===== src/rtl/led_shift_driver_if.sv =====
// ---------------------------------------------------------------------------
// led_shift_driver_if
// Groups the frame-load handshake and the 74HC595 chain pins of
// led_shift_driver.
//   load        : one-cycle strobe, capture data and start a transfer
//   data        : WIDTH-bit frame to display
//   brightness  : PWM_BITS-bit brightness, 0 = dark, all-ones = fully on
//   sr_data     : serial data to the chain
//   sr_clk      : shift clock, chain samples sr_data on the rising edge
//   sr_latch    : storage-register latch pulse
//   sr_oe_n     : active-low output enable (PWM dimming)
//   busy        : transfer in progress
//   done        : one-cycle pulse when a latch phase completes
// master = frame producer side, slave = the driver.
// ---------------------------------------------------------------------------
interface led_shift_driver_if #(
   parameter int WIDTH    = 16,
   parameter int PWM_BITS = 4
);
   logic                load;
   logic [WIDTH-1:0]    data;
   logic [PWM_BITS-1:0] brightness;
   logic                sr_data;
   logic                sr_clk;
   logic                sr_latch;
   logic                sr_oe_n;
   logic                busy;
   logic                done;

   modport master (
      output load, data, brightness,
      input  sr_data, sr_clk, sr_latch, sr_oe_n, busy, done
   );

   modport slave (
      input  load, data, brightness,
      output sr_data, sr_clk, sr_latch, sr_oe_n, busy, done
   );
endinterface


===== src/rtl/led_shift_driver.sv =====
// ---------------------------------------------------------------------------
// led_shift_driver
// Serializes each loaded frame onto a 74HC595-style chain and dims the
// displayed LEDs with PWM on the active-low output enable.
// Ports:
//   clk  : system clock
//   rst  : synchronous, active-high reset
//   bus  : led_shift_driver_if.slave (load/data/brightness in,
//          sr_data/sr_clk/sr_latch/sr_oe_n/busy/done out)
// Each bit spends CLK_DIV cycles with sr_clk low (data set up) and CLK_DIV
// cycles with sr_clk high, followed by a CLK_DIV-cycle latch pulse.
// A load arriving while busy is parked in a single-depth pending register
// (latest wins) and started straight from the latch phase.
// ---------------------------------------------------------------------------
module led_shift_driver #(
   parameter int WIDTH     = 16,
   parameter int CLK_DIV   = 4,
   parameter int PWM_BITS  = 4,
   parameter int MSB_FIRST = 1
) (
   input  logic          clk,
   input  logic          rst,
   led_shift_driver_if.slave bus
);

   localparam int CNT_W = $clog2(WIDTH + 1);
   localparam int DIV_W = $clog2(CLK_DIV + 1);

   typedef enum logic [1:0] {
      S_IDLE,
      S_LOW,
      S_HIGH,
      S_LATCH
   } state_t;

   state_t              r_state,     w_state;
   logic [DIV_W-1:0]    r_div,       w_div;
   logic [CNT_W-1:0]    r_cnt,       w_cnt;
   logic [WIDTH-1:0]    r_shift,     w_shift;
   logic                r_pend,      w_pend;
   logic [WIDTH-1:0]    r_pend_data, w_pend_data;
   logic                r_sr_data,   w_sr_data;
   logic                r_done,      w_done;
   logic                r_valid,     w_valid;
   logic [PWM_BITS-1:0] r_pwm,       w_pwm;

   logic                w_div_end;
   logic [WIDTH-1:0]    w_shifted;
   logic [WIDTH-1:0]    w_start_data;
   logic                w_lit;

   // Bit that goes out first from a freshly loaded / shifted register.
   function automatic logic first_bit(input logic [WIDTH-1:0] v);
      if (MSB_FIRST != 0) return v[WIDTH-1];
      else                return v[0];
   endfunction

   always_ff @(posedge clk) begin
      if (rst) begin
         r_state     <= S_IDLE;
         r_div       <= '0;
         r_cnt       <= '0;
         r_shift     <= '0;
         r_pend      <= 1'b0;
         r_pend_data <= '0;
         r_sr_data   <= 1'b0;
         r_done      <= 1'b0;
         r_valid     <= 1'b0;
         r_pwm       <= '0;
      end else begin
         r_state     <= w_state;
         r_div       <= w_div;
         r_cnt       <= w_cnt;
         r_shift     <= w_shift;
         r_pend      <= w_pend;
         r_pend_data <= w_pend_data;
         r_sr_data   <= w_sr_data;
         r_done      <= w_done;
         r_valid     <= w_valid;
         r_pwm       <= w_pwm;
      end
   end

   always_comb begin
      w_state      = r_state;
      w_div        = r_div;
      w_cnt        = r_cnt;
      w_shift      = r_shift;
      w_pend       = r_pend;
      w_pend_data  = r_pend_data;
      w_sr_data    = r_sr_data;
      w_done       = 1'b0;
      w_valid      = r_valid;
      w_pwm        = r_pwm + PWM_BITS'(1);

      w_div_end    = (r_div == DIV_W'(CLK_DIV - 1));
      w_shifted    = (MSB_FIRST != 0) ? (r_shift << 1) : (r_shift >> 1);
      // A load coinciding with the latch exit is newer than any parked frame.
      w_start_data = bus.load ? bus.data : r_pend_data;

      // Any load outside IDLE is parked; the latch-exit branch below
      // overrides this when it starts the frame immediately.
      if (bus.load && (r_state != S_IDLE)) begin
         w_pend      = 1'b1;
         w_pend_data = bus.data;
      end

      case (r_state)
         S_IDLE: begin
            if (bus.load) begin
               w_shift   = bus.data;
               w_cnt     = '0;
               w_div     = '0;
               w_sr_data = first_bit(bus.data);
               w_state   = S_LOW;
            end
         end

         S_LOW: begin
            if (w_div_end) begin
               w_div   = '0;
               w_state = S_HIGH;
            end else begin
               w_div   = r_div + DIV_W'(1);
            end
         end

         S_HIGH: begin
            if (w_div_end) begin
               w_div   = '0;
               w_shift = w_shifted;
               w_cnt   = r_cnt + CNT_W'(1);
               if ((r_cnt + CNT_W'(1)) == CNT_W'(WIDTH)) begin
                  w_state = S_LATCH;
               end else begin
                  w_sr_data = first_bit(w_shifted);
                  w_state   = S_LOW;
               end
            end else begin
               w_div   = r_div + DIV_W'(1);
            end
         end

         S_LATCH: begin
            if (w_div_end) begin
               w_div   = '0;
               w_done  = 1'b1;
               w_valid = 1'b1;
               if (bus.load || r_pend) begin
                  w_pend    = 1'b0;
                  w_shift   = w_start_data;
                  w_cnt     = '0;
                  w_sr_data = first_bit(w_start_data);
                  w_state   = S_LOW;
               end else begin
                  w_state   = S_IDLE;
               end
            end else begin
               w_div   = r_div + DIV_W'(1);
            end
         end

         default: begin
            w_state = S_IDLE;
         end
      endcase
   end

   // Full brightness is forced on so all-ones never leaves a dark slot.
   assign w_lit = (bus.brightness == '1) || (r_pwm < bus.brightness);

   assign bus.sr_data  = r_sr_data;
   assign bus.sr_clk   = (r_state == S_HIGH);
   assign bus.sr_latch = (r_state == S_LATCH);
   assign bus.sr_oe_n  = ~(w_lit & r_valid);
   assign bus.busy     = (r_state != S_IDLE);
   assign bus.done     = r_done;

endmodule


===== src/flat_wrapper.sv =====
// flat-port wrapper written by rule: the top's interface ports become plain ports
module led_shift_driver_flat 
#(
   parameter int WIDTH     = 16,
   parameter int CLK_DIV   = 4,
   parameter int PWM_BITS  = 4,
   parameter int MSB_FIRST = 1
)
  (clk, rst, bus_load, bus_data, bus_brightness, bus_sr_data, bus_sr_clk, bus_sr_latch, bus_sr_oe_n, bus_busy, bus_done);
  led_shift_driver_if #(.WIDTH(WIDTH), .PWM_BITS(PWM_BITS)) bus_i ();
  input  logic clk;
  input  logic rst;
  input wire logic [$bits(bus_i.load)-1:0] bus_load;
  input wire logic [$bits(bus_i.data)-1:0] bus_data;
  input wire logic [$bits(bus_i.brightness)-1:0] bus_brightness;
  output wire logic [$bits(bus_i.sr_data)-1:0] bus_sr_data;
  output wire logic [$bits(bus_i.sr_clk)-1:0] bus_sr_clk;
  output wire logic [$bits(bus_i.sr_latch)-1:0] bus_sr_latch;
  output wire logic [$bits(bus_i.sr_oe_n)-1:0] bus_sr_oe_n;
  output wire logic [$bits(bus_i.busy)-1:0] bus_busy;
  output wire logic [$bits(bus_i.done)-1:0] bus_done;
  assign bus_i.load = bus_load;
  assign bus_i.data = bus_data;
  assign bus_i.brightness = bus_brightness;
  assign bus_sr_data = bus_i.sr_data;
  assign bus_sr_clk = bus_i.sr_clk;
  assign bus_sr_latch = bus_i.sr_latch;
  assign bus_sr_oe_n = bus_i.sr_oe_n;
  assign bus_busy = bus_i.busy;
  assign bus_done = bus_i.done;
  led_shift_driver #(.WIDTH(WIDTH), .CLK_DIV(CLK_DIV), .PWM_BITS(PWM_BITS), .MSB_FIRST(MSB_FIRST)) u_core (.clk(clk), .rst(rst), .bus(bus_i));
endmodule

===== config.mk =====
export PLATFORM = sky130hd
export DESIGN_NAME = led_shift_driver_flat
export DESIGN_NICKNAME = d
export VERILOG_FILES = /design/src/rtl/led_shift_driver_if.sv /design/src/rtl/led_shift_driver.sv /design/src/flat_wrapper.sv
export SDC_FILE = /design/constraint.sdc
export NUM_CORES = 1
export LEC_CHECK = 0
export ABC_AREA = 1
export CORE_MARGIN = 2
export CORE_UTILIZATION = 59
export CTS_CLUSTER_SIZE = 25
export DETAILED_ROUTE_END_ITERATION = 16
export MAX_ROUTING_LAYER = met4
export PLACE_DENSITY = 0.84
export REMOVE_ABC_BUFFERS = 1
export SLEW_MARGIN = 0
export SYNTH_ARGS = -nofsm -noshare
export SYNTH_HDL_FRONTEND = slang
export SYNTH_SLANG_ARGS = --single-unit

===== constraint.sdc =====
create_clock -name clk -period 3.7 [get_ports clk]
set_clock_uncertainty 0.1 [all_clocks]
set_input_delay 0.74 -clock clk [delete_from_list [all_inputs] [get_ports clk]]
set_output_delay 0.74 -clock clk [all_outputs]
set_load 0.02 [all_outputs]

== Word level (Yosys, flattened, before mapping) ==
Index checks and enable logic that the tools add are counted.
Cells by class
  mux-type cells: 32
  eq/ne operators: 12
  reduce and logical (&&, ||, !) cells: 12
  $lt $le $gt $ge: 1
  $add $sub $neg: 3
  bitwise gates (word level): 3
Operators by type and width (count)
  two-way mux 15 bit: 4
  one-hot mux 15 bit (3 select lines): 1
  two-way mux 5 bit: 4
  two-way mux 16 bit: 1
  one-hot mux 5 bit (3 select lines): 1
  two-way mux 1 bit: 11
  two-way mux 2 bit: 5
  != test 2 x 1 -> 1 bit (second input constant): 4
  one-hot mux 2 bit (4 select lines): 1
  two-way mux 3 bit: 2
  one-hot mux 3 bit (2 select lines): 1
  AND reduction 6 bit: 1
  adder 5 x 1 -> 5 bit (second input constant): 1
  == test 5 bit (second input constant): 1
  AND reduction 5 bit: 1
  adder 4 x 1 -> 4 bit (second input constant): 1
  == test 2 bit (second input constant): 2
  == test 4 bit (second input constant): 1
  < comparator 4 bit: 1
  != test 2 bit (second input constant): 2
  AND reduction 4 bit: 1
  adder 3 x 1 -> 3 bit (second input constant): 1
  == test 3 x 2 -> 1 bit (second input constant): 1
  one-hot mux 1 bit (3 select lines): 1
  11 further kinds: 13
Storage, ports and cells
  input port bits: 23
  word-level logic and storage cells: 73
  register bits: 49
  output and inout port bits: 6

== Longest topological paths before layout ==
Gate-level depths: netlist of the first run.
  word-level depth: 6
  mapped depth: 9
  depth with buffers taken out: 9

== Worst setup path before layout of the first run ==
No wires, ideal clock.
  path kind: in2out
  from: input port bus_brightness[1]
  to: output port bus_sr_oe_n
  buffers on the path: 0
  arrival: 1.470 ns
  cell stages on the path: 8
  required time: 2.860 ns
  slack: 1.390 ns
  path through: inv_1 ha_1 o21ai_0 nand2_1 nand3_1 nand2_1 o21ai_0 nand2_1
On the way
  cells in the longest elaborated chain, start to end: 4
  elaborated cells on any way between the ends: 5
  classes of those cells: order compare (1); eq/ne (1); bitwise (2); reduce/logical (1)
RTL lines
  start, declared: RTL line flat_wrapper.sv:15  | input wire logic [$bits(bus_i.brightness)-1:0] bus_brightness;
  < comparator 4 bit / == test 4 bit (equally long branches): RTL line led_shift_driver.sv:170  | assign w_lit = (bus.brightness == '1) || (r_pwm < bus.brightness);
  logical OR 1 bit *: RTL line led_shift_driver.sv:170
  bitwise AND 1 bit *: RTL line led_shift_driver.sv:175  | assign bus.sr_oe_n = ~(w_lit & r_valid);
  inverter 1 bit *: RTL line led_shift_driver.sv:175
  end, declared: RTL line flat_wrapper.sv:19  | output wire logic [$bits(bus_i.sr_oe_n)-1:0] bus_sr_oe_n;
Every way passes the cells marked *; elsewhere a longest branch is shown, timed or not.

== Worst setup path after layout of the first run ==
Ends and elaborated chain as after synthesis.

==> key figures, run 1 <==
Logic synthesis
  – Xor and xnor fraction of the mapped netlist area: 0.718%
  – Cell count after synthesis: 344
  – Post-Syn Area: 2440 um2
  – Top cells by area, synth: sky130_fd_sc_hd__dfxtp_1 40%, sky130_fd_sc_hd__o21ai_0 9.0%, sky130_fd_sc_hd__a21oi_1 8.4%
  – #FFs+latches synth: 49
  – Adder-cell share of the synthesized area: 3.59%
  – Share of the synthesized area in the top cell type: 40.2%
  – Number of warnings printed during yosys synthesis: 0
  – Library cell with the largest summed area after synthesis: sky130_fd_sc_hd__dfxtp_1
  – Mux cell area share after synthesis: 0%
  – Simple-gate portion of the synthesized area: 25.3%
  – Portion of the post-synthesis area used by sequential elements: 40.2%
  – Number of different library cells in the post-synthesis netlist: 25
  – Synthesized area per cell: 7.10 um2
  – Main combinational cell family by area after synthesis: simple AND/OR/NAND/NOR gates
  – Compound-cell area share of the yosys netlist: 19.8%

STA
  – Remaining max-slew budget at the tightest pin: 65.0%
  – Unrepaired setup endpoints after global routing: no
  – Count of final hold-check violations: 0
  – Actual slew at the worst max-slew pin: 0.523 ns
  – Endpoints failing setup: 0
  – Final max-slew violation count: 0
  – Setup TNS Final: 0 ns
  – Highest achievable clock rate: 0.298 GHz
  – Post-route setup slack: 0.341 ns
  – Time the worst path needs with I/O delays and setup: 3.36 ns
  – Final worst path period share: 90.8%

Worst setup path
  – Type of element launching the critical path: primary input
  – Worst Setup Path Type: primary input to primary output
  – Critical-path maximum fanout: 2
  – Critical Path Sink Type: primary output
  – Worst endpoint data arrival time: 2.52 ns
  – CP required: 2.86 ns

Die
  – Initial cell density of the core: 61.0%
  – Die X-Extent: 68.3 um
  – Count of standard-cell rows: 23
  – Total Die Area: 4670 um2
  – Chip Height: 68.3 um
  – I/O pin cnt: 29
  – Area of the core: 4000 um2

Hold path
  – Min-Delay Path Class: flop to flop

Place
  – Placed Cells: 408
  – Number of I/O port buffers: 28
  – Dpl cell area: 2690 um2
  – Routability congestion estimate: 0.833
  – Placed wire-length estimate after detailed placement: 3.34 mm
  – Dpl ws: 0.320 ns

Drt
  – Via count: 2233
  – Antenna Nets Post-Route: 0
  – Violation count after the first detailed-routing iteration: 148
  – Detailed-routing iteration count for the pre-antenna-repair pass: 4
  – Via density per instance: 5.37
  – Remaining routing DRC violations: 0
  – Detailed-route wire length: 5.11 mm
  – Routed length per placed instance: 12.3 um

Power and ir drop
  – Static power due to leakage: 0.00119 uW
  – Total power density per cell area: 522 nW/um2
  – Power consumption: 1470 uW
  – Maximum resistive drop on vdd: 0.346 mV

Cells and area
  – Area of combinational cells with multiple inputs: 1210 um2
  – Post-synthesis to final-layout area growth: 15.6%
  – Final Instance Count excl. Fillers: 416
  – Sequential cell area: 981 um2
  – Final #Nets: 395
  – Share of layout cells above drive strength 1: 6.83%
  – Number of diodes added for antenna fixing: 0
  – Final-layout fill cell count: 352
  – Area of all placed cells without fillers: 2820 um2

Global routing
  – Aggregate global routing overflow: 0
  – Met1 track utilization from global routing: 29.5%
  – Largest net degree at the start of global routing: 30
  – Global-route wire length before repair: 8.60 mm
  – Number of global-route vias before repair: 2064
  – Peak-usage layer in the global routing report: met2
  – GRT Overall Usage: 25.0%
  – GR met2 Demand/Resource: 40.4%
  – Antenna violations before repair: 0
  – Met3 usage: 6.58%

Clock tree
  – CTS Buf Count: 5
  – CTS tree: done
  – Library cell used as clock root buffer: sky130_fd_sc_hd__clkbuf_8
  – Max Root-Sink Buffers: 2
  – # H-tree levels: 2
  – Clock latency on the worst-skew pair: 0.30 ns
  – Total setup buffers inserted after CTS: 0
  – Clock slew at reported path FFs: 0.09 ns
  – Count of hold buffers inserted by post-cts repair: 0
  – Num Clock Sinks: 49
  – Post-CTS resize count: 0

Status
  – Result of the run: finished, final reports clean

Run
  – Max-cap violation count: 0
==> placed cells by master, fill, tap and decap left out <==
cell type / instances
sky130_fd_sc_hd__a211oi_1: 2
sky130_fd_sc_hd__a21oi_1: 41
sky130_fd_sc_hd__buf_4: 3
sky130_fd_sc_hd__bufinv_16: 2
sky130_fd_sc_hd__clkbuf_8: 5
sky130_fd_sc_hd__clkdlybuf4s50_1: 28
sky130_fd_sc_hd__clkinv_2: 1
sky130_fd_sc_hd__dfxtp_1: 49
sky130_fd_sc_hd__ha_1: 7
sky130_fd_sc_hd__inv_1: 32
sky130_fd_sc_hd__inv_2: 4
sky130_fd_sc_hd__nand2_1: 48
sky130_fd_sc_hd__nand2_2: 4
sky130_fd_sc_hd__nand2_4: 1
sky130_fd_sc_hd__nand3_1: 28
sky130_fd_sc_hd__nand3_4: 1
sky130_fd_sc_hd__nand4_1: 1
sky130_fd_sc_hd__nor2_1: 50
sky130_fd_sc_hd__nor2_4: 4
sky130_fd_sc_hd__nor3_1: 1
sky130_fd_sc_hd__o211ai_1: 1
sky130_fd_sc_hd__o21ai_0: 44
sky130_fd_sc_hd__o21ai_1: 7
sky130_fd_sc_hd__xnor2_1: 1
sky130_fd_sc_hd__xor2_1: 1
==> worst paths after layout <==
kind | start | to | slack (ns) | cells after the start
worst max-delay path | bus_brightness[1] | bus_sr_oe_n | 0.34 | 10
worst min-delay path | u_core.r_pend_data[5] | u_core.r_pend_data[5] | 0.35 | 2
worst max register to register | u_core.r_state[1] | u_core.r_cnt[3] | 1.83 | 7
worst min register to register | u_core.r_pend_data[5] | u_core.r_pend_data[5] | 0.35 | 2
==> state kept, by name (all words and copies together) (netlist names) <==
| name | cells |
|---|---|
| u_core.r_div | 3 |
| u_core.bus.done | 1 |
| u_core.r_pend_data | 16 |
| u_core.r_valid | 1 |
| u_core.r_pend | 1 |
| u_core.r_state | 2 |
| u_core.r_cnt | 5 |
| u_core.r_shift | 15 |
| u_core.bus.sr_data | 1 |
| u_core.r_pwm | 4 |
==> worst max-delay path, cell delays in order <==
cell and delay (ns):
sky130_fd_sc_hd__clkdlybuf4s50_1 0.45, sky130_fd_sc_hd__inv_1 0.05, sky130_fd_sc_hd__ha_1 0.26, sky130_fd_sc_hd__o21ai_0 0.08, sky130_fd_sc_hd__nand2_1 0.09, sky130_fd_sc_hd__nand3_1 0.07
sky130_fd_sc_hd__nand2_1 0.05, sky130_fd_sc_hd__o21ai_0 0.07, sky130_fd_sc_hd__nand2_1 0.06, sky130_fd_sc_hd__clkdlybuf4s50_1 0.59
==> power breakdown <==
part           total (uW)  switching, uW  internal [uW]
logic                 357            227            130
registers             668           52.2            616
clock network         448            179            268
total                1470            459           1010
==> cell families after synthesis <==
logic type	Yosys count
compound gates	95
fa+ha+maj	7
flops	49
xor+xnor	2
buf+inv	53
simple gates	138
==> routing by layer <==
| layer | wire length, um | part of all wire [%] |
|---|---|---|
| met5 | 0 | 0 |
| met4 | 78 | 1.5 |
| met3 | 306 | 6.0 |
| met2 | 2410 | 47 |
| met1 | 2320 | 45 |
==> synth_stat cells, drive strengths merged <==
cell,number
a211oi,2
xnor2,1
nand4,1
inv,36
a21oi,41
xor2,1
nand2,53
buf,12
ha,7
o211ai,1
nor2,54
nand3,29
dfxtp,49
nor3,1
o21ai,51
clkbuf,5
==> per-stage QoR <==
stage / hold slack [ns] / util [%]
CTS: 0.356 / 70.5
floorplan: 0.327 / -
global route: 0.368 / 70.5
global placement: 0.338 / 67.2
detailed placement: 0.343 / 67.2
finish: 0.354 / 70.5
==> layout make-up <==
cell class / count / area share (%)
tap: 50 / 2.22
sequential: 49 / 34.8
timing repair buffer: 31 / 10.7
clock buffer: 5 / 2.44
clock inverter: 3 / 2.31
inverter: 36 / 4.79
multi-input combinational: 242 / 42.7
No activity file was read; power rests on OpenSTA's default activity.
==> run 2, diff against run 1 <==
--- a/config.mk
+++ b/config.mk
@@ -6,6 +6,7 @@
 export NUM_CORES = 1
 export LEC_CHECK = 0
 export ABC_AREA = 1
+export CAP_MARGIN = 20
 export CORE_MARGIN = 2
 export CORE_UTILIZATION = 59
 export CTS_CLUSTER_SIZE = 25
==> results of run 2 <==
No change in the layout: final DEF, timing and power equal those of run 1.
==> run 3, diff against run 2 <==
--- a/config.mk
+++ b/config.mk
@@ -8,11 +8,11 @@
 export ABC_AREA = 1
 export CAP_MARGIN = 20
 export CORE_MARGIN = 2
-export CORE_UTILIZATION = 59
+export CORE_UTILIZATION = 55
 export CTS_CLUSTER_SIZE = 25
 export DETAILED_ROUTE_END_ITERATION = 16
 export MAX_ROUTING_LAYER = met4
-export PLACE_DENSITY = 0.84
+export PLACE_DENSITY = 0.79
 export REMOVE_ABC_BUFFERS = 1
 export SLEW_MARGIN = 0
 export SYNTH_ARGS = -nofsm -noshare
==> constraint.sdc (replaced) <==
create_clock -name clk -period 3.2 [get_ports clk]
set_clock_uncertainty 0.1 [all_clocks]
set_input_delay 0.64 -clock clk [delete_from_list [all_inputs] [get_ports clk]]
set_output_delay 0.64 -clock clk [all_outputs]
set_load 0.02 [all_outputs]
==> key figures, run 3 (synthesis gave the netlist of run 1 again) <==
Status
  – Result of the run: finished, final reports clean

Place
  – Placed wire-length estimate after detailed placement: 3.29 mm (-1.5%)
  – Routability congestion estimate: 0.851 (+2.1%)
  – Placed Cells: 413 (+1.2%)
  – Dpl ws: 0.0655 ns (-0.254 ns)
  – Number of I/O port buffers: 28 (unchanged)

STA
  – Unrepaired setup endpoints after global routing: no
  – Actual slew at the worst max-slew pin: 0.518 ns (-0.00532 ns)
  – Final max-slew violation count: 0 (unchanged)
  – Highest achievable clock rate: 0.358 GHz
  – Count of final hold-check violations: 0 (unchanged)
  – Time the worst path needs with I/O delays and setup: 2.79 ns
  – Final worst path period share: 87.2%
  – Post-route setup slack: 0.410 ns (+0.0694 ns)
  – Remaining max-slew budget at the tightest pin: 65.4% (+0.43 points)
  – Setup TNS Final: 0 ns (unchanged)
  – Endpoints failing setup: 0 (unchanged)

Power and ir drop
  – Maximum resistive drop on vdd: 0.340 mV (-1.6%)
  – Total power density per cell area: 548 nW/um2 (+5.0%)
  – Power consumption: 1530 uW (+4.0%)
  – Static power due to leakage: 0.00118 uW (-1.2%)

Die
  – Area of the core: 4320 um2 (+8.1%)
  – Count of standard-cell rows: 24 (+4.3%)
  – Chip Height: 70.6 um (+3.4%)
  – I/O pin cnt: 29 (unchanged)
  – Initial cell density of the core: 56.5% (-4.6 points)
  – Total Die Area: 4990 um2 (+6.8%)
  – Die X-Extent: 70.6 um (+3.4%)

Clock tree
  – Library cell used as clock root buffer: sky130_fd_sc_hd__clkbuf_8
  – Num Clock Sinks: 49 (unchanged)
  – Clock slew at reported path FFs: 0.08 ns (about the same)
  – Clock latency on the worst-skew pair: 0.30 ns (about the same)
  – CTS tree: done
  – # H-tree levels: 2 (unchanged)
  – Max Root-Sink Buffers: 2 (unchanged)
  – CTS Buf Count: 5 (unchanged)
  – Total setup buffers inserted after CTS: 0 (unchanged)

Cells and area
  – Leading cell types in the layout, fill and taps excluded: 50 x sky130_fd_sc_hd__nor2_1, 49 x sky130_fd_sc_hd__dfxtp_1, 48 x sky130_fd_sc_hd__nand2_1
  – Share of layout cells above drive strength 1: 6.78% (-0.056 points)
  – Final #Nets: 398 (+0.76%)
  – Registers with the most flip-flops: u_core.r_pend_data: 16 flops, u_core.r_shift: 15 flops, u_core.r_cnt: 5 flops
  – Post-synthesis to final-layout area growth: 14.5%
  – Register bank with the most flops: u_core.r_pend_data
  – Largest register FFs: 16 (unchanged)
  – Leading cell type in the layout, fill and taps excluded: sky130_fd_sc_hd__nor2_1
  – Number of diodes added for antenna fixing: 0 (unchanged)
  – Final Instance Count excl. Fillers: 421 (+1.2%)

Drt
  – Detailed-route wire length: 4.99 mm (-2.3%)
  – Via density per instance: 5.18 (-3.6%)
  – Remaining routing DRC violations: 0 (unchanged)
  – Detailed-routing iteration count for the pre-antenna-repair pass: 4 (unchanged)
  – Via count: 2179 (-2.4%)
  – Routed length per placed instance: 11.9 um (-3.4%)
  – Violation count after the first detailed-routing iteration: 162 (+9.5%)
  – Antenna Nets Post-Route: 0 (unchanged)

Global routing
  – Antenna violations before repair: 0 (unchanged)
  – Number of global-route vias before repair: 2008 (-2.7%)
  – Global-route wire length before repair: 8.85 mm (+2.9%)
  – Aggregate global routing overflow: 0 (unchanged)
  – GRT Overall Usage: 22.6% (-2.4 points)
  – Largest net degree at the start of global routing: 29 (-3.3%)

Worst setup path
  – Critical-path maximum fanout: 2 (unchanged)
  – Ordered list of cells on the worst path: clkdlybuf4s50_1 -> inv_1 -> ha_1 -> a21oi_1 -> nand2_1 -> o21ai_0 -> nand2_1 -> dlymetal6s2s_1
  – Standard cell with the maximum stage delay on the critical path: sky130_fd_sc_hd__clkdlybuf4s50_1
  – CP required: 2.46 ns (-0.40 ns)
  – Worst endpoint data arrival time: 2.05 ns (-0.47 ns)
  – Worst Setup Path Type: primary input to primary output
  – Largest stage delay on the critical path: 0.48 ns (-0.11 ns)
  – CP dominant cell by count: sky130_fd_sc_hd__nand2_1
  – Type of element launching the critical path: primary input
  – Critical Path Sink Type: primary output

Run
  – Max-cap violation count: 0 (unchanged)

Hold path
  – Min-Delay Path Class: flop to flop
-- run 3: changes by cell type in the layout (fill, tap and decap cells not counted), sizes merged --
cell and delta:
clkdlybuf4s50 -1, dlymetal6s2s +1, bufinv -2, buf +3, clkinv -1, clkbuf +3
-- run 3: worst paths after layout --
path / start / end / slack, ns / depth (start not counted)
worst min-delay path: u_core.r_pend_data[1] / u_core.r_pend_data[1] / 0.36 / 2
worst max-delay path: bus_brightness[3] / bus_sr_oe_n / 0.41 / 8
worst min register to register: u_core.r_pend_data[1] / u_core.r_pend_data[1] / 0.36 / 2
worst max register to register: u_core.r_state[1] / u_core.r_shift[0] / 1.45 / 8
-- run 3: through the flow --
step	hold slack [ns]	instance area [um2]	util [%]
finish	0.357	2800	64.6
global route	0.365	2800	64.6
CTS	0.357	2790	64.6
detailed placement	0.345	2710	62.7
global placement	0.337	2710	62.7
floorplan	0.327	2320	-
-- run 3: final cells by class --
| class | count | area, um2 |
|---|---|---|
| clock buffers | 8 | 80.1 |
| well taps | 52 | 65.1 |
| flip-flops and latches | 49 | 981 |
| multi-input cells | 242 | 1210 |
| fillers | 422 | 1530 |
| repair buffers | 34 | 328 |
| inverters | 36 | 135 |
-- run 3: routing by layer --
metal  GRT usage (%)  vias up  share of wire, %
li1                -     1177                 -
met1            28.1      967                48
met2            37.5       28                47
met3            3.70        7               3.6
met4            7.55        0               1.7
met5               -        -                 0
-- run 3: what timing repair did --
item                       4_1_cts  5_1_grt
setup endpoints to repair        0        1
hold buffers                     0        0
gates resized for setup          0        1
-- run 3: report_power, final --
| group | switching [uW] | internal [uW] | total (uW) |
|---|---|---|---|
| combinational | 259 | 157 | 416 |
| sequential | 57.3 | 712 | 770 |
| clock | 192 | 156 | 347 |
-- run 3: critical path: cells and delay by family --
family	cells	cell delay (ns)
buf+inv	3	0.73
fa+ha+maj	1	0.31
compound gates	2	0.24
simple gates	2	0.12
==> RTL change 1, RTL diff (settings of run 1) <==
`MSB_FIRST` is set to 1 in 2 places; all go to 0.
--- a/src/rtl/led_shift_driver.sv
+++ b/src/rtl/led_shift_driver.sv
@@ -17,5 +17,5 @@
    parameter int CLK_DIV   = 4,
    parameter int PWM_BITS  = 4,
-   parameter int MSB_FIRST = 1
+   parameter int MSB_FIRST = 0
 ) (
    input  logic          clk,
--- a/src/flat_wrapper.sv
+++ b/src/flat_wrapper.sv
@@ -5,5 +5,5 @@
    parameter int CLK_DIV   = 4,
    parameter int PWM_BITS  = 4,
-   parameter int MSB_FIRST = 1
+   parameter int MSB_FIRST = 0
 )
   (clk, rst, bus_load, bus_data, bus_brightness, bus_sr_data, bus_sr_clk, bus_sr_latch, bus_sr_oe_n, bus_busy, bus_done);
Function: changed (a bounded check fails within 4 cycles, from zero or initial values and one cycle with rst high).
==> RTL change 1 against run 1 <==
- combinational power rose by 1%
- non-clock buffer count fell by 1
- synthesized area fell by 0.21%
- first-iteration DRC count fell by 2.7%
- total power fell by 8.7%
- critical endpoint unchanged
- worst setup slack improved by 0.021 ns
- final area fell by 1.8%
- via count fell by 2.9%
- wire length fell by 2.9%
- sequential cell count did not move
- sequential share of layout area rose by 0.64 points
- count of clock-buffer cells in the layout rose by 2
==> RTL change 1: results (changes against run 1) <==
[setup_path]
worstRegToRegCells=8  ; +1
rrSetupSlack_ns=1.77  ; -0.06 ns
critPathArrivalTime_ns=2.50  ; -0.02 ns
reg2reg_from=u_core.r_state[0]
endpoint=bus_sr_oe_n
rr_endpoint=u_core.bus.sr_data

[synthesis]
synthTopCellsByCount=52 x nand2_1, 49 x dfxtp_1, 46 x nor2_1
yosysSeqAreaShare=0.403  ; +0.000826
yosysUniqueCellTypes=27  ; +8.0%
synthCells=343  ; -0.29%
synth_area_leaders=dfxtp_1 40%, a21oi_1 8.0%, nand2_1 8.0%

[sta]
fmax_ghz=0.300  ; +0.63%
relSlewSlack=0.380  ; -0.270
hold_ws_ns=0.355  ; +0.000939 ns

[hold_path]
min_from=u_core.r_pend_data[5]

[global_route]
gr-usage-met2=0.386  ; -0.0182
use_met1=0.297  ; +0.00234
grt_pass1_wl_um=8160  ; -5.1%
grt_pass1_vias=1829  ; -11%
grt_usage=0.239  ; -0.0106
grt_max_degree=35  ; +17%
grt.met3_usage=0.0444  ; -0.0214

[placed_design]
finalWeightedCongestion=0.832  ; about the same
port_buffers=28  ; unchanged
place_ws_ns=0.365  ; +0.0450 ns
dp_cells=405  ; -0.74%

[pwr]
p_leak_nw=1.14  ; -4.5%
vdd_drop_max_uv=328  ; -5.1%

[route]
wl_met2_um=2280  ; -5.4%
routed_wl_um=4960  ; -2.9%
wl_per_cell_um=12.0  ; -1.9%
drt_iter0_drc=144  ; -2.7%
via_per_inst=5.26  ; -2.0%
m1WireLength_um=2390  ; +2.9%

[finish]
nFillCells=342  ; -2.8%
drive_above_1_share=0.0773  ; +0.00904
nNetsFinal=392  ; -0.76%

[run_status]
status=complete, no violations

## RTL change 1: changes by cell type in the layout (fill, tap and decap cells not counted), moves of 4 or more
cell / run 1 / this run
nor2_1: 50 / 46
o21ai_0: 44 / 24
a21oi_2: 0 / 4
nand2_1: 48 / 52
nand3_1: 28 / 24
o21ai_1: 7 / 28
inv_1: 32 / 28
## RTL change 1: layout make-up
class | count | area share
Timing Repair Buffer | 30 | 0.107
Multi-Input combinational cell | 241 | 0.438
Tap cell | 50 | 0.0226
Inverter | 35 | 0.0474
Clock buffer | 7 | 0.0312
Sequential cell | 49 | 0.354
## RTL change 1: report_power, final
| part | total (mW) | leakage (nW) | switching, mW | internal (mW) |
|---|---|---|---|---|
| sequential | 0.667 | 0.403 | 0.0517 | 0.615 |
| combinational | 0.361 | 0.693 | 0.228 | 0.133 |
| clock | 0.317 | 0.0443 | 0.169 | 0.149 |
| total | 1.35 | 1.14 | 0.449 | 0.896 |
## RTL change 1: cells by family after synthesis
| logic type | Yosys count | synth area share |
|---|---|---|
| AND/OR/NAND/NOR | 134 | 0.244 |
| flip-flops | 49 | 0.403 |
| buffers and inverters | 53 | 0.0991 |
| adder cells (fa/ha/maj) | 7 | 0.0360 |
| AO/OA/AOI/OAI | 98 | 0.211 |
| XOR/XNOR | 2 | 0.00719 |
## RTL change 1: worst register-to-register path: stages (launching register included)
cell	delay, ns
dfxtp_1	0.42
nor2_4	0.23
inv_2	0.09
nand2_2	0.10
nand3_4	0.23
inv_2	0.41
nand3_1	0.13
nand2_1	0.08
nor2_1	0.05
## RTL change 1: through the flow
step | total power [mW] | util
2_1_floorplan | 0.920 | -
3_3_place_gp | 1.03 | 0.671
3_5_place_dp | 1.04 | 0.671
4_1_cts | 1.36 | 0.693
5_1_grt | 1.43 | 0.693
6_report | 1.35 | 0.693
==> RTL change 2, RTL diff (settings of run 1) <==
Without the edit above. Take the reset off `r_pend_data` and load it in a clocked block of its own.
--- a/src/rtl/led_shift_driver.sv
+++ b/src/rtl/led_shift_driver.sv
@@ -63,5 +63,4 @@
          r_shift     <= '0;
          r_pend      <= 1'b0;
-         r_pend_data <= '0;
          r_sr_data   <= 1'b0;
          r_done      <= 1'b0;
@@ -74,5 +73,4 @@
          r_shift     <= w_shift;
          r_pend      <= w_pend;
-         r_pend_data <= w_pend_data;
          r_sr_data   <= w_sr_data;
          r_done      <= w_done;
@@ -80,4 +78,8 @@
          r_pwm       <= w_pwm;
       end
+   end
+
+   always_ff @(posedge clk) begin
+      r_pend_data <= w_pend_data;
    end
 
Formal check against the unedited RTL: no difference found for any inputs over 10 cycles, from zero or initial values and one cycle with rst high; that may be too few to reach the edited logic, so the function may still have changed.
==> RTL change 2 against run 1 <==
- utilization is 1.8 points higher
- total power is 22% higher
- cell count is 12% lower
- wire length is 7.0% lower
- worst setup slack better by 0.015 ns
- hold slack better by 0.0045 ns
- final area is 4.1% lower
- via count is 12% lower
- first-iteration DRC count is 5.4% lower
- sequential cell count stayed put
- synthesized area is 3.9% lower
- fmax is 0.44% higher
- register-to-register slack worse by 0.19 ns
- largest power group unchanged
- sequential power is 25% higher
==> RTL change 2: results (changes against run 1) <==
[placed_design]
hpwl_um=3060  ; -8.6%
place_ws_ns=0.323  ; +0.00316 ns
dp_cells=359  ; -12%
dpl_cell_area_sq_um=2620  ; -2.4%
finalWeightedCongestion=0.749  ; -10%

[synthesis]
synthAdderAreaFrac=0.0373  ; +0.00145
synth-xor-area-share=0.00747  ; +0.000291
yosysUniqueCellTypes=30  ; +20%
yosysSeqAreaShare=0.486  ; +0.0846
synthTopCellsByCount=58 x nand2_1, 58 x nor2_1, 33 x dfxtp_1
muxShareOfSynthArea=0  ; unchanged
synth_area_leaders=dfxtp_1 28%, edfxtp_1 20%, nand2_1 9.3%
synth-edff-count=16  ; +16
synth.avg_cell_area_sq_um=8.03  ; +13%
synth_compound_area_frac=0.162  ; -0.0362
netlist.area_leader.share=0.282  ; -0.120

[clocking]
cts_buffers=5  ; unchanged
post_cts_buffers=0  ; unchanged
cts.reportedPaths.clkPinSlew_ns=0.08

[global_route]
grt_max_degree=23  ; -23%
grt_usage=0.244  ; -0.00516
grt_pass1_vias=1821  ; -12%
antenna_found_initial=0  ; unchanged
use_met1=0.281  ; -0.0136
gr-usage-met2=0.412  ; +0.00800
grt.met3_usage=0.0591  ; -0.00667
grt_pass1_wl_um=8010  ; -6.8%

[setup_path]
cp_slowest_cell=clkdlybuf4s50_1
rr_endpoint=u_core.r_cnt[4]
rrSetupSlack_ns=1.64  ; -0.19 ns
critPathArrivalTime_ns=2.50  ; -0.02 ns
worstRegToRegCells=7  ; unchanged

[hold_path]
whs_endpoint=u_core.r_div[2]
min_path_type=flop to flop
min_from=u_core.r_div[2]

[route]
drt_iter0_drc=140  ; -5.4%
wl_per_cell_um=12.9  ; +5.4%
dr_total_vias=1967  ; -12%
first_pass_iters=5  ; +1

[finish]
drive_above_1_share=0.0721  ; +0.00379
nNetsFinal=348  ; -12%
final_cell_count_no_fill=367  ; -12%
diodes=0  ; unchanged

[sta]
relSlewSlack=0.615  ; -0.0346
setup_viol=0  ; unchanged
hold_ws_ns=0.358  ; +0.00450 ns

[pwr]
p_leak_nw=1.08  ; -9.3%
vdd_drop_max_uv=412  ; +19%
internal-power_mw=1.10  ; +8.6%

[run_status]
status=complete, no violations

==> RTL change 2: cell types whose count changed after synthesis, moves of 10 or more <==
cell and delta:
a21oi_1 -29, edfxtp_1 +16, nand3_1 -17, nand2_1 +10, o21ai_1 +16, inv_1 -15
dfxtp_1 -16, o21ai_0 -33, o211ai_1 +13
==> RTL change 2: tightest hold or removal path, stage by stage (launching register included) <==
cell and delay (ns):
dfxtp_1 0.31, o21ai_0 0.07, nor2_1 0.04
==> RTL change 2: worst max-delay path by stage <==
stage,slack [ns],start,endpoint
3_3_place_gp,0.41,bus_brightness[1],bus_sr_oe_n
5_1_grt,0.24,bus_brightness[1],bus_sr_oe_n
3_5_place_dp,0.32,bus_brightness[1],bus_sr_oe_n
6_report,0.36,bus_brightness[1],bus_sr_oe_n
4_1_cts,0.32,bus_brightness[1],bus_sr_oe_n
2_1_floorplan,1.35,bus_brightness[1],bus_sr_oe_n
==> RTL change 2: logic make-up (layout without fill, tap and decap cells) <==
family | Yosys count | in the layout
compound gates | 65 | 65
simple gates | 134 | 134
buf+inv | 35 | 62
xor+xnor | 2 | 2
fa+ha+maj | 7 | 7
flops | 49 | 49
==> RTL change 2: per-layer routing <==
layer | part of all wire | wire [um] | up-vias
li1 | - | - | 1030
met3 | 0.045 | 216 | 12
met5 | 0 | 0 | -
met2 | 0.47 | 2230 | 47
met4 | 0.019 | 90 | 0
met1 | 0.47 | 2210 | 878
==> RTL change 2: power by group through the flow <==
stage / logic, mW / clock network [mW] / registers [mW]
CTS: 0.665 / 0.309 / 0.830
global placement: 0.645 / 0 / 0.836
floorplan: 0.459 / 0 / 0.826
global route: 0.751 / 0.328 / 0.848
finish: 0.661 / 0.302 / 0.833
detailed placement: 0.658 / 0 / 0.840
==> RTL change 2: layout make-up <==
class	count	area, sq um
well taps	48	60.1
fillers	296	1040
clock inverters	2	10.0
inverters	22	85.1
flip-flops and latches	49	1140
multi-input cells	208	1030
repair buffers	32	310
clock buffers	6	72.6
